**src/rtl/if_fetch.sv**
```systemverilog
// if_fetch: instruction fetch stage, one outstanding memory read, hands words to ID.
//   clk_in         system clock, rising edge
//   rst_in         synchronous active-low reset
//   rdy_in         global ready, 0 freezes all state
//   pc_in          fetch address from pc unit
//   branch_or_not  redirect from ex, in-flight fetch becomes stale
//   stall_in       stall vector, bit 1 blocks the IF->ID hand-off
//   mem_req_out    registered read request
//   mem_addr_out   registered read address, also the pc of the word in flight
//   mem_done_in    one-cycle read-complete pulse
//   mem_data_in    fetched word, valid with mem_done_in
//   stall_req_out  combinational request to freeze pc
//   if_valid_out   one-cycle delivery pulse to ID
//   if_pc_out      pc of delivered instruction
//   if_inst_out    delivered instruction
module if_fetch #(
   parameter logic [31:0] NOP_INST = 32'h00000013
) (
   input  logic        clk_in,
   input  logic        rst_in,
   input  logic        rdy_in,
   input  logic [31:0] pc_in,
   input  logic        branch_or_not,
   input  logic [5:0]  stall_in,
   output logic        mem_req_out,
   output logic [31:0] mem_addr_out,
   input  logic        mem_done_in,
   input  logic [31:0] mem_data_in,
   output logic        stall_req_out,
   output logic        if_valid_out,
   output logic [31:0] if_pc_out,
   output logic [31:0] if_inst_out
);
   localparam logic [1:0] IDLE = 2'd0, WAIT = 2'd1, HOLD = 2'd2, DISCARD = 2'd3;
   logic [1:0]  state;
   logic [31:0] hold_inst;
   logic        unused_stall;
   assign unused_stall = ^{stall_in[5:2], stall_in[0]};
   // pc may advance only when a word is leaving (or parked for) delivery
   assign stall_req_out = !(state == HOLD || (state == WAIT && mem_done_in && !branch_or_not));
   always_ff @(posedge clk_in) begin
      if (!rst_in) begin
         state        <= IDLE;
         mem_req_out  <= 1'b0;
         mem_addr_out <= 32'h0;
         hold_inst    <= 32'h0;
         if_valid_out <= 1'b0;
         if_pc_out    <= 32'h0;
         if_inst_out  <= NOP_INST;
      end else if (rdy_in) begin
         if_valid_out <= 1'b0;
         case (state)
            IDLE: if (!branch_or_not) begin
               mem_addr_out <= pc_in;
               mem_req_out  <= 1'b1;
               state        <= WAIT;
            end
            WAIT: if (mem_done_in) begin
               mem_req_out <= 1'b0;
               state       <= IDLE;
               if (!branch_or_not && stall_in[1]) begin
                  hold_inst <= mem_data_in;
                  state     <= HOLD;
               end else if (!branch_or_not) begin
                  if_valid_out <= 1'b1;
                  if_pc_out    <= mem_addr_out;
                  if_inst_out  <= mem_data_in;
               end
            end else if (branch_or_not) begin
               state <= DISCARD;
            end
            HOLD: if (branch_or_not) begin
               hold_inst <= 32'h0;
               state     <= IDLE;
            end else if (!stall_in[1]) begin
               if_valid_out <= 1'b1;
               if_pc_out    <= mem_addr_out;
               if_inst_out  <= hold_inst;
               hold_inst    <= 32'h0;
               state        <= IDLE;
            end
            default: if (mem_done_in) begin
               mem_req_out <= 1'b0;
               state       <= IDLE;
            end
         endcase
      end
   end
endmodule

```
**config.mk**
```make
export PLATFORM = sky130hd
export DESIGN_NAME = if_fetch
export DESIGN_NICKNAME = d
export VERILOG_FILES = /design/src/rtl/if_fetch.sv
export SDC_FILE = /design/constraint.sdc
export NUM_CORES = 1
export LEC_CHECK = 0
export BUFFER_PORTS_ARGS = -buffer_cell sky130_fd_sc_hd__buf_2
export CAP_MARGIN = 30
export CORE_ASPECT_RATIO = 0.75
export CORE_UTILIZATION = 55
export CTS_CLUSTER_DIAMETER = 50
export DETAILED_ROUTE_END_ITERATION = 8
export MAX_ROUTING_LAYER = met4
export PLACE_DENSITY = 0.93
export SYNTH_ARGS = -nofsm -noshare
export SYNTH_HDL_FRONTEND = slang
export SYNTH_SLANG_ARGS = --single-unit
```
**constraint.sdc**
```tcl
create_clock -name clk_in -period 4.3 [get_ports clk_in]
set_clock_uncertainty 0.2 [all_clocks]
set_input_delay 0.645 -clock clk_in [delete_from_list [all_inputs] [get_ports clk_in]]
set_output_delay 0.645 -clock clk_in [all_outputs]
set_load 0.02 [all_outputs]
```
[Word-level counts from Yosys, hierarchy flattened]
Cells that the tools add are included.
Storage, ports and cells
  register bits after elaboration: 132
  input bits: 75
Operators by class
  equality and inequality tests: 11
  muxes and demuxes: 34
  bitwise logic cells: 2
  reductions and logical operators: 15
Operator list (number)
  two-way mux 32 bit: 14
  one-hot mux 32 bit (2 select lines): 3
  two-way mux 2 bit: 7
  != test 2 bit (second input constant): 6
  AND reduction 5 bit: 2
  two-way mux 1 bit: 7
  AND reduction 7 bit: 1
  != test 3 bit (second input constant): 2
  one-hot mux 2 bit (3 select lines): 1
  one-hot mux 1 bit (2 select lines): 2
  AND reduction 4 bit: 1
  nonzero test 2 bit: 2
  nonzero test 4 bit: 1
  logical AND 1 bit: 3
  AND reduction 3 bit: 1
  equality test 2 x 1 -> 1 bit (second input constant): 1
  equality test 2 bit (second input constant): 1
  zero test 1 bit: 2
  zero test 2 bit: 1
  != test 2 x 1 -> 1 bit (second input constant): 1
  NOT 1 bit: 2
  logical OR 1 bit: 1

[Longest topological paths before layout]
  word-level depth: 5
  mapped depth: 9
  mapped depth without buffers: 6

[Least setup slack after synthesis]
No wires, ideal clock.
  kind: register to output
  start point: reg state[0]
  end point: out stall_req_out
  arrival: 1.445 ns
  setup slack: 2.010 ns
  cell stages (with the launch flop): 6
  path through: dfxtp_1 inv_1 ha_1 buf_2 buf_2 a31oi_1
On the way
  longest elaborated chain between the ends: 5
Ends and longest elaborated chain
  start: declaration: line 35  | logic [1:0] state;
  start signal: assignment: line 43  | state <= IDLE;
  start signal: assignment: line 56  | state <= WAIT;
  start signal: assignment: line 60  | state <= IDLE;
  equality test 2 x 1 -> 1 bit: line 40  | assign stall_req_out = !(state == HOLD || (state == WAIT && mem_done_in && !branch_or_not));
  logical AND 1 bit (2 in a row): line 40
  logical OR 1 bit (*): line 40
  zero test 1 bit (*): line 40
  end: declaration: line 29  | output logic stall_req_out,
Mark *: on every way between the ends. The rest lies on a longest branch, timed or not.

[Final worst setup path]
  start point: reg state[0]
  end point: reg if_inst_out[11]
On the way
  longest elaborated chain between the ends: 3
Ends and longest elaborated chain
  equality test 2 x 1 -> 1 bit / equality test 2 bit (equally long branches): line 52  | case (state)
  != test 2 bit (no source line) / nonzero test 2 bit (equally long branches)
  AND reduction 7 bit (no source line)
  end signal: assignment: line 67  | if_inst_out <= mem_data_in;
  end signal: assignment: line 78  | if_inst_out <= hold_inst;
  end: declaration: line 32  | output logic [31:0] if_inst_out
Parallel ways exist; a longest one is shown, timed or not.
A chain may end at the register's enable or synchronous reset.

==> results_dict.tcl <==
set metrics [dict create \
    status "completed" \
    die_h_um 88.3 \
    postCtsSetupBuffers 0 \
    overflow 0 \
    dieArea_sq_mm 0.0103 \
    worstSetupPathType "flip-flop to flip-flop" \
    syn-num-nets 697 \
    drt-total-wl_mm 13.4 \
    min_path_cells 2 \
    ios 174 \
    synth_top_area_cell "dfxtp_1" \
    ys_types 35 \
    portBuffers 168 \
    tightestPinTransition_ns 1.01 \
    p_leak_uw 0.00339 \
    wl_per_cell_um 14.9 \
    dp.cells 866 \
    numCtsBuffers 17 \
    critPathLaunchType "flip-flop" \
    areaGrowthSynthToFinish_pct 27.0 \
    irDropWorstVdd_mv 0.458 \
    initial_core_util_pct 56.5 \
    grt_use_met3_pct 6.16 \
    hp-class "flip-flop to flip-flop" \
    slew_violations 0 \
    ant_nets 0 \
    antenna_found_initial 0 \
    cp.arrival_ns 2.87 \
    fin_crit_sh_pct 64.7 \
    hold_violations 0 \
    syn_avg_cell_area_sq_um 8.85 \
    fill_cells 728 \
    syn_area_sq_mm 0.00546 \
    r2r_cells 7 \
    fin_cells 899 \
    fin_crit_ns 2.78 \
    syn_inst 617 \
    p_per_area_mw_per_mm2 460 \
    synth_seq_area_share_pct 48.4 \
    worstPathRequired_ns 4.39 \
    num_vias 4952 \
    crit_start "state[0]" \
    reg2reg_slack_ns 1.52 \
    diodes 0 \
    busiest_layer "met2" \
    synth_warnings 0 \
    nNetsFinal 834 \
    fmax_mhz 359 \
    post_cts_resized 0 \
    setup_tns_ns 0 \
    rsz0062_at_grt "no" \
    setup_viol 0 \
    fp.dieW_um 117 \
    worstHoldStart "if_pc_out[20]" \
    synth.area.top_cells "dfxtp_1 48%, nand3_1 9.1%, nand2_1 9.0%, mux2i_1 5.7%, o211a_1 5.3%" \
    clockBufferDepth 2 \
    postCtsHoldBufs 0 \
    cts_num_sinks 132 \
    max_slew_margin_pct 32.7 \
    r2r_end "if_inst_out[11]" \
    reg2reg_from "state[0]" \
    rows 31 \
    gr-usage-met2_pct 43.6 \
    viasPerCell 5.51 \
    cts_root_buf "clkbuf_16" \
    gp_congestion 0.762 \
    drc 0 \
    clkTransAtPathRegs_ns 0.06 \
    clkLatencyLatePin_ns 0.40 \
    layout-drive-gt1-share_pct 27.5 \
    drv_cap 0 \
    drt-initial-drc-count 451 \
    grt_pass1_vias 4376 \
    end_kind "flip-flop" \
    crit_fanout 93 \
    track_usage_pct 26.4 \
    core_sq_mm 0.00966 \
    ys_ff_latch 132 \
    grt_max_degree 126 \
    grt_pass1_wl_mm 20.6 \
    cts_tree "yes" \
    min_to "if_pc_out[20]" \
    htree_levels 4 \
    grt.met1_usage_pct 31.0 \
    synth_top_area_share_pct 48.4 \
    dr.pass1.iters 5 \
    dp_hpwl_mm 8.65 \
]
-- cells by family (layout without fill, tap and decap cells) --
kind of cell	after synthesis	in the layout	synth area share (%)
and+or+nand+nor	276	276	24.0
muxes	32	32	5.89
DFF	132	132	48.4
adders and majority gates	5	5	1.15
AOI/OAI and AO/OA	110	110	14.8
buffers and inverters	62	212	5.78
-- sequential cells by signal, indices dropped and copies added (netlist names) --
register      count
mem_req_out       1
state             2
hold_inst        32
if_valid_out      1
if_inst_out      32
if_pc_out        32
mem_addr_out     32
-- worst max-delay path by stage --
| stage | to | slack (ns) | cells past startpoint |
|---|---|---|---|
| after CTS | if_inst_out[21] | 1.23 | 6 |
| after global routing | if_inst_out[11] | 1.36 | 7 |
| after floorplan | stall_req_out | 2.01 | 5 |
| final | if_inst_out[11] | 1.52 | 7 |
| after global placement | if_inst_out[10] | 1.47 | 6 |
| after detailed placement | if_inst_out[11] | 1.29 | 6 |
-- layout by cell type (no fill, tap or decap), types with 2 or more instances in the layout --
master / n
inv_1: 5
dfxtp_1: 132
bufinv_16: 5
nand3_1: 99
nand2_1: 131
o21ai_0: 32
nor2_1: 4
clkinv_2: 4
o21ai_1: 5
buf_4: 4
buf_8: 2
a21oi_1: 2
ha_1: 4
nand3b_1: 30
clkbuf_16: 17
o211a_1: 29
a211oi_1: 3
clkinv_4: 3
a21boi_0: 32
o22ai_1: 2
nor2b_1: 5
mux2i_1: 31
buf_2: 167
-- synthesized netlist by cell type (all sizes together) --
| library cell | number |
|---|---|
| nor2b | 5 |
| inv | 5 |
| o211ai | 2 |
| and2 | 1 |
| mux2 | 1 |
| o21ai | 37 |
| a21oi | 2 |
| o2111ai | 1 |
| nand2 | 131 |
| a31oi | 1 |
| nor3 | 1 |
| buf | 29 |
| clkbuf | 28 |
| a211oi | 3 |
| nand3b | 30 |
| and4b | 1 |
| a21boi | 32 |
| nand3 | 99 |
| and3 | 2 |
| nand4 | 1 |
| nor2 | 4 |
| mux2i | 31 |
| dfxtp | 132 |
| ha | 5 |
| o22ai | 2 |
| o221a | 1 |
| nand2b | 1 |
| o211a | 29 |
-- per-layer routing --
metal | routed length, um | vias up | share of wire, %
met2 | 6730 | 155 | 50
li1 | - | 2415 | -
met4 | 235 | 0 | 1.8
met1 | 5740 | 2357 | 43
met5 | 0 | - | 0
met3 | 718 | 25 | 5.3
-- worst max-delay path, stage by stage (launching register included) --
cell     delay [ns]
dfxtp_1        0.42
inv_1          0.12
ha_1           0.27
buf_16         0.19
o22ai_1        0.22
and3_4         0.88
nand2_1        0.13
o211a_1        0.19
-- where the power goes --
group	leakage [uW]	internal (uW)	total [uW]	switching (uW)
clock	0.000321	1040	1560	519
combinational	0.00200	122	328	206
sequential	0.00107	1270	1300	29.9
-- through the flow --
stage          util, %  setup slack, ns  power [uW]  hold slack [ns]  instance area, sq um
5_1_grt           71.8             1.36        3310            0.265                  6930
6_report          71.8             1.52        3190            0.242                  6930
2_1_floorplan        -             2.01        1540            0.237                  5460
3_3_place_gp      64.5             1.47        1630            0.234                  6220
3_5_place_dp      64.8             1.29        1650            0.237                  6250
4_1_cts           71.5             1.23        3210            0.245                  6900
-- final cells by class --
| cell class | instances | area [sq um] | share of cell area [%] |
|---|---|---|---|
| Inverter | 5 | 18.8 | 0.271 |
| Tap cell | 132 | 165 | 2.38 |
| Sequential cell | 132 | 2640 | 38.1 |
| Clock inverter | 13 | 205 | 2.96 |
| Multi-Input combinational cell | 423 | 2510 | 36.3 |
| Clock buffer | 19 | 443 | 6.39 |
| Timing Repair Buffer | 175 | 943 | 13.6 |
Note: power is estimated with default switching activity, not from simulation.
